### config.mk
export PLATFORM = sky130hd
export DESIGN_NAME = memory_arbiter
export DESIGN_NICKNAME = d
export VERILOG_FILES = /design/src/rtl/configure.sv /design/src/rtl/memory_arbiter_slot.sv /design/src/rtl/memory_arbiter.sv
export SDC_FILE = /design/constraint.sdc
export NUM_CORES = 1
export LEC_CHECK = 0
export BUFFER_PORTS_ARGS = -buffer_cell sky130_fd_sc_hd__buf_2
export CORE_UTILIZATION = 47
export DETAILED_ROUTE_END_ITERATION = 7
export PLACE_DENSITY = 0.83
export SYNTH_ARGS = -nofsm -noshare
export SYNTH_HDL_FRONTEND = slang
export SYNTH_SLANG_ARGS = --single-unit
### constraint.sdc
create_clock -name clk -period 1.8 [get_ports clk]
set_clock_uncertainty 0.05 [all_clocks]
set_input_delay 0.27 -clock clk [delete_from_list [all_inputs] [get_ports clk]]
set_output_delay 0.27 -clock clk [all_outputs]
set_load 0.01 [all_outputs]
### src/rtl/configure.sv
// rtl/configure.sv - shared request record and arbiter state encoding
package configure;

  typedef struct packed {
    logic        instr;
    logic [31:0] addr;
    logic [31:0] wdata;
    logic [3:0]  wstrb;
  } mem_req_t;

  typedef enum logic [1:0] {
    IDLE,
    BUSY_I,
    BUSY_D
  } arb_state_t;

endpackage

### src/rtl/memory_arbiter_slot.sv
// rtl/memory_arbiter_slot.sv - one-entry request slot with pending and outstanding tracking
module memory_arbiter_slot
  import configure::*;
(
  input  logic     clk,
  input  logic     rst,
  input  logic     valid,
  input  mem_req_t request,
  input  logic     grant,
  input  logic     done,
  output logic     pending,
  output mem_req_t slot_request
);

  logic     held;
  logic     outstanding;
  mem_req_t req_q;
  logic     accept;

  // A port whose response completes this cycle is already free for its next request.
  assign accept       = valid && !held && (!outstanding || done);
  assign pending      = held || accept;
  assign slot_request = held ? req_q : request;

  always_ff @(posedge clk or negedge rst) begin
    if (!rst) begin
      held        <= 1'b0;
      outstanding <= 1'b0;
      req_q       <= '0;
    end else begin
      if (grant) begin
        held <= 1'b0;
      end else if (accept) begin
        held <= 1'b1;
      end
      if (accept) begin
        req_q <= request;
      end
      if (grant) begin
        outstanding <= 1'b1;
      end else if (done) begin
        outstanding <= 1'b0;
      end
    end
  end

endmodule

### src/rtl/memory_arbiter.sv
// rtl/memory_arbiter.sv - round-robin merge of instruction and data ports onto one memory port
module memory_arbiter
  import configure::*;
(
  input  logic        rst,
  input  logic        clk,
  input  logic        imemory_valid,
  input  logic        imemory_instr,
  input  logic [31:0] imemory_addr,
  input  logic [31:0] imemory_wdata,
  input  logic [3:0]  imemory_wstrb,
  output logic [31:0] imemory_rdata,
  output logic        imemory_ready,
  input  logic        dmemory_valid,
  input  logic        dmemory_instr,
  input  logic [31:0] dmemory_addr,
  input  logic [31:0] dmemory_wdata,
  input  logic [3:0]  dmemory_wstrb,
  output logic [31:0] dmemory_rdata,
  output logic        dmemory_ready,
  output logic        memory_valid,
  output logic        memory_instr,
  output logic [31:0] memory_addr,
  output logic [31:0] memory_wdata,
  output logic [3:0]  memory_wstrb,
  input  logic [31:0] memory_rdata,
  input  logic        memory_ready
);

  arb_state_t state, state_next;
  mem_req_t   i_req, d_req, i_slot, d_slot, mem_q;
  logic       i_pending, d_pending;
  logic       grant_i, grant_d, can_grant;
  logic       last_grant;  // 0 = I, 1 = D

  assign i_req = '{imemory_instr, imemory_addr, imemory_wdata, imemory_wstrb};
  assign d_req = '{dmemory_instr, dmemory_addr, dmemory_wdata, dmemory_wstrb};

  assign imemory_rdata = memory_rdata;
  assign dmemory_rdata = memory_rdata;
  assign imemory_ready = memory_ready && (state == BUSY_I);
  assign dmemory_ready = memory_ready && (state == BUSY_D);

  assign memory_instr = mem_q.instr;
  assign memory_addr  = mem_q.addr;
  assign memory_wdata = mem_q.wdata;
  assign memory_wstrb = mem_q.wstrb;

  memory_arbiter_slot u_slot_i (
    .clk          (clk),
    .rst          (rst),
    .valid        (imemory_valid),
    .request      (i_req),
    .grant        (grant_i),
    .done         (imemory_ready),
    .pending      (i_pending),
    .slot_request (i_slot)
  );

  memory_arbiter_slot u_slot_d (
    .clk          (clk),
    .rst          (rst),
    .valid        (dmemory_valid),
    .request      (d_req),
    .grant        (grant_d),
    .done         (dmemory_ready),
    .pending      (d_pending),
    .slot_request (d_slot)
  );

  // A grant is made from IDLE or on the completing cycle of the current transaction.
  always_comb begin
    grant_i    = 1'b0;
    grant_d    = 1'b0;
    state_next = state;
    can_grant  = (state == IDLE) || memory_ready;
    if (can_grant) begin
      if (i_pending && d_pending) begin
        if (last_grant) grant_i = 1'b1;
        else            grant_d = 1'b1;
      end else if (i_pending) begin
        grant_i = 1'b1;
      end else if (d_pending) begin
        grant_d = 1'b1;
      end
      if (grant_i)      state_next = BUSY_I;
      else if (grant_d) state_next = BUSY_D;
      else              state_next = IDLE;
    end
  end

  always_ff @(posedge clk or negedge rst) begin
    if (!rst) begin
      state        <= IDLE;
      last_grant   <= 1'b0;
      memory_valid <= 1'b0;
      mem_q        <= '0;
    end else begin
      state        <= state_next;
      memory_valid <= grant_i || grant_d;
      if (grant_i || grant_d) begin
        last_grant <= grant_d;
      end
      if (grant_i) begin
        mem_q <= i_slot;
      end else if (grant_d) begin
        mem_q <= d_slot;
      end
    end
  end

endmodule

==> parameters.txt <==
Parameter                              Value

Timing
  Minimum clock period after layout    1952 ps
  Relative max-transition margin    69.01%
  Count of pins over their slew limit    0
  Maximum frequency from static timing analysis    512.2 MHz
  Count of endpoints failing hold in the final timing report    0
  Share of the cycle needed by the critical path after routing    108.5%
  Final critical-path setup slack    -152.4 ps
  Worst-margin pin slew    451.9 ps
  Setup repair after global routing missed its margin    true
  Final number of setup-violating endpoints    129
  Smallest hold slack    93.56 ps

Clock tree
  Inserted Clock Buffers    24
  CTS clock-pin slew for the worst setup and hold paths    70 ps
  Number of clock sinks    215
  TritonCTS clock tree    built
  Buffers from clock root to sink, at most    3
  Master cell of the clock root buffer    sky130_fd_sc_hd__clkbuf_16
  Worst-Skew Late Latency    510 ps
  CTS HTree Levels    1

Synth
  Unique masters post-synth    33
  Total standard cell area after synthesis    10670 um2
  Post-Syn Instances    800
  Mean instance size in the synthesized netlist    13.34 um2
  Sequential fraction of the synthesis area    50.40%
  Net Count, Synth    975
  Syn. warnings    0
  Post-synthesis sequential element count    215

Route
  Post-DRT Antenna Nets    0
  Routed via count divided by cell count    6.003
  Drt first pass iters    8
  Total via count after detailed routing    8458
  Total DRC errors in the routed layout    26
  DRT iter0 DRCs    552
  Per-cell routed wire length    23.72 um
  Final wirelength    33420 um

Worst setup path
  Category of the worst setup path launch point    register
  Reg-to-reg critical path startpoint    state[1]$_DFFE_PN0P_
  Required time at the endpoint of the critical path    2200 ps
  Start-to-end type of the worst setup path    register to register
  Launching instance or port of the critical path    state[1]$_DFFE_PN0P_
  Worst Path Max Fanout    7
  Crit-path cells    and4b_1 > o31a_4 > buf_12 > buf_16 > nor4_4 > a221o_1
  CP Capture Type    register
  Slowest cell on crit path    sky130_fd_sc_hd__dfrtp_2
  Critical Path AT    2360 ps
  Slowest Stage Delay on Critical Path    440 ps

Layout
  NumNets Final    1287
  Post-route cell area    14870 um2
  Area taken by multi-input logic gates    4867 um2
  Most frequent standard cell in the layout excluding fill and tap cells    sky130_fd_sc_hd__buf_2
  Share of cells above drive strength 1    50.93%
  Area used by sequential logic in the layout    5390 um2
  Commonest cells after routing, fill and taps aside    sky130_fd_sc_hd__buf_2 (213), sky130_fd_sc_hd__dfrtp_1 (211), sky130_fd_sc_hd__mux2_2 (191)
  Layout fillers    1461
  Synth-to-Final Area Change    39.34%
  Final cell count without fillers    1409

Placed design
  Post-Place Cells    1208
  Placed cell areas    11890 um2
  Dpl ws    -132.1 ps
  IO buf count    214
  Post-DP HPWL    17900 um
  Placer Congestion    0.8117

Status
  Violated checks    design-rule violations, negative setup slack
  Status    complete, but fails checks

Die
  Die Span Y    152.7 um
  Initial standard-cell utilization of the core    48.46%
  Number of I/O pins    311
  Std-Cell Rows    54
  Die W    152.7 um
  Area of the core    22030 um2
  Area of the die    23320 um2

Power and ir drop
  Static Leak    6.581 nW
  Peak ir drop on the vdd network    1.171 mV
  Power per Cell Area    1918 nW/um2
  Overall power of the completed layout    28.53 mW

Global routing
  Total gr overflow    0
  Number of antenna violations at the first check in global routing    2
  Vias in the first global route    9020
  Global-route wire length before repair    48600 um
  Largest net degree at the start of global routing    59
  Overall track demand over capacity in global routing    26.36%

Min path
  Classification of the worst-slack hold path    input pin to register
  Start point of the worst hold path    dmemory_valid

Job
  Max-capacitance violation count    0
[report_power, final]
part	total, mW	switching (mW)	internal, mW
sequential	8.86	1.50	7.36
combinational	14.7	7.13	7.56
clock	4.98	1.99	2.99
[Yosys cell counts]
cell type                  number  area share, %
sky130_fd_sc_hd__buf_6         10            1.1
sky130_fd_sc_hd__o22a_1         1          0.082
sky130_fd_sc_hd__nor4_1        69            4.0
sky130_fd_sc_hd__nor3_1         1          0.047
sky130_fd_sc_hd__nand3b_1       2           0.14
sky130_fd_sc_hd__o31ai_1        1          0.070
sky130_fd_sc_hd__dfrtp_1      215             50
sky130_fd_sc_hd__o21ai_0        2          0.094
sky130_fd_sc_hd__buf_4         67            4.7
sky130_fd_sc_hd__o21bai_1       1          0.070
sky130_fd_sc_hd__nand2_1        3           0.11
sky130_fd_sc_hd__or2_2          1          0.059
sky130_fd_sc_hd__and3b_1        2           0.16
sky130_fd_sc_hd__buf_2         23            1.1
sky130_fd_sc_hd__nor3_2         2           0.19
sky130_fd_sc_hd__nor2_1         2          0.070
sky130_fd_sc_hd__nand4b_1       1          0.082
sky130_fd_sc_hd__nor2b_1        1          0.059
sky130_fd_sc_hd__clkbuf_1      34            1.2
sky130_fd_sc_hd__a221o_1       69            6.5
sky130_fd_sc_hd__a21oi_1        1          0.047
sky130_fd_sc_hd__and3_4         1           0.11
sky130_fd_sc_hd__nand2b_4       1           0.13
sky130_fd_sc_hd__o31a_1         1          0.082
sky130_fd_sc_hd__a21o_1         3           0.21
sky130_fd_sc_hd__mux2_2       197             21
sky130_fd_sc_hd__a21oi_2        1          0.082
sky130_fd_sc_hd__mux2_4        10            1.4
sky130_fd_sc_hd__nand2b_1       3           0.18
sky130_fd_sc_hd__and4b_1        1          0.094
sky130_fd_sc_hd__inv_1          3           0.11
sky130_fd_sc_hd__mux2i_1       69            6.5
sky130_fd_sc_hd__a31oi_1        2           0.12
[path summary, 6_finish.rpt]
| kind | end | slack, ps | cells past startpoint |
|---|---|---|---|
| worst max-delay path | memory_wdata[15]$_DFFE_PN0P_ | -150 | 6 |
| worst min-delay path | u_slot_d.held$_DFFE_PN0P_ | 90 | 3 |
| worst max register to register | memory_wdata[15]$_DFFE_PN0P_ | -150 | 6 |
| worst min register to register | u_slot_i.req_q[37]$_DFFE_PN0P_ | 450 | 1 |
| max in group asynchronous | memory_wdata[25]$_DFFE_PN0P_ | 810 | 3 |
| min in group asynchronous | u_slot_i.req_q[24]$_DFFE_PN0P_ | 200 | 2 |
[sequential cells by signal, summed over array words and instances, names as in the netlist]
| name | cells |
|---|---|
| u_slot_d.held | 1 |
| memory_valid | 1 |
| state | 2 |
| u_slot_i.outstanding | 1 |
| memory_addr | 32 |
| memory_wdata | 32 |
| u_slot_d.req_q | 69 |
| memory_instr | 1 |
| u_slot_i.held | 1 |
| last_grant | 1 |
| u_slot_d.outstanding | 1 |
| u_slot_i.req_q | 69 |
| memory_wstrb | 4 |
[cells by family after synthesis]
group	Yosys count	synth area share, %
compound gates	82	7.326
mux	276	28.66
simple gates	90	5.462
flops	215	50.40
buf+inv	137	8.147
[cell type report]
| cell class | instances | area share (%) |
|---|---|---|
| Clock inverter | 5 | 0.3533 |
| Tap cell | 280 | 2.356 |
| Sequential cell | 215 | 36.24 |
| Clock buffer | 36 | 5.022 |
| Inverter | 3 | 0.07571 |
| Antenna cell | 2 | 0.03365 |
| Timing Repair Buffer | 420 | 23.19 |
| Multi-Input combinational cell | 448 | 32.72 |
[repair_timing]
| item | in CTS | in global routing |
|---|---|---|
| buffers inserted | 2 | 9 |
| setup endpoints to repair | 197 | 212 |
| resized for setup | 30 | 47 |
| pin swaps | 2 | 6 |
| gates cloned | 1 | 7 |
| hold buffers | 139 | 0 |
| endpoints found under the hold margin | 234 | 0 |
[worst max-delay path: cells and delay by family, from the launching register on]
kind | cells | cell delay, ps
simple gates | 2 | 530
compound gates | 2 | 520
flops | 1 | 440
buf+inv | 2 | 330
[through the flow]
| stage | TNS [ps] | utilization [%] |
|---|---|---|
| 2_1_floorplan | -171.2 | - |
| 3_3_place_gp | -1264 | 53.98 |
| 3_5_place_dp | -3774 | 53.98 |
| 4_1_cts | -1881 | 64.91 |
| 5_1_grt | -14410 | 67.52 |
| 6_report | -6542 | 67.52 |
[layer usage]
layer  share of wire, %  up-vias  GRT usage [%]
met5                  0        -              0
met2                 51      459          46.99
li1                   -     3608              -
met3                6.3      115          4.494
met4                4.2        0          12.84
met1                 38     4276          30.71
Power figures use the tool's default switching activity.
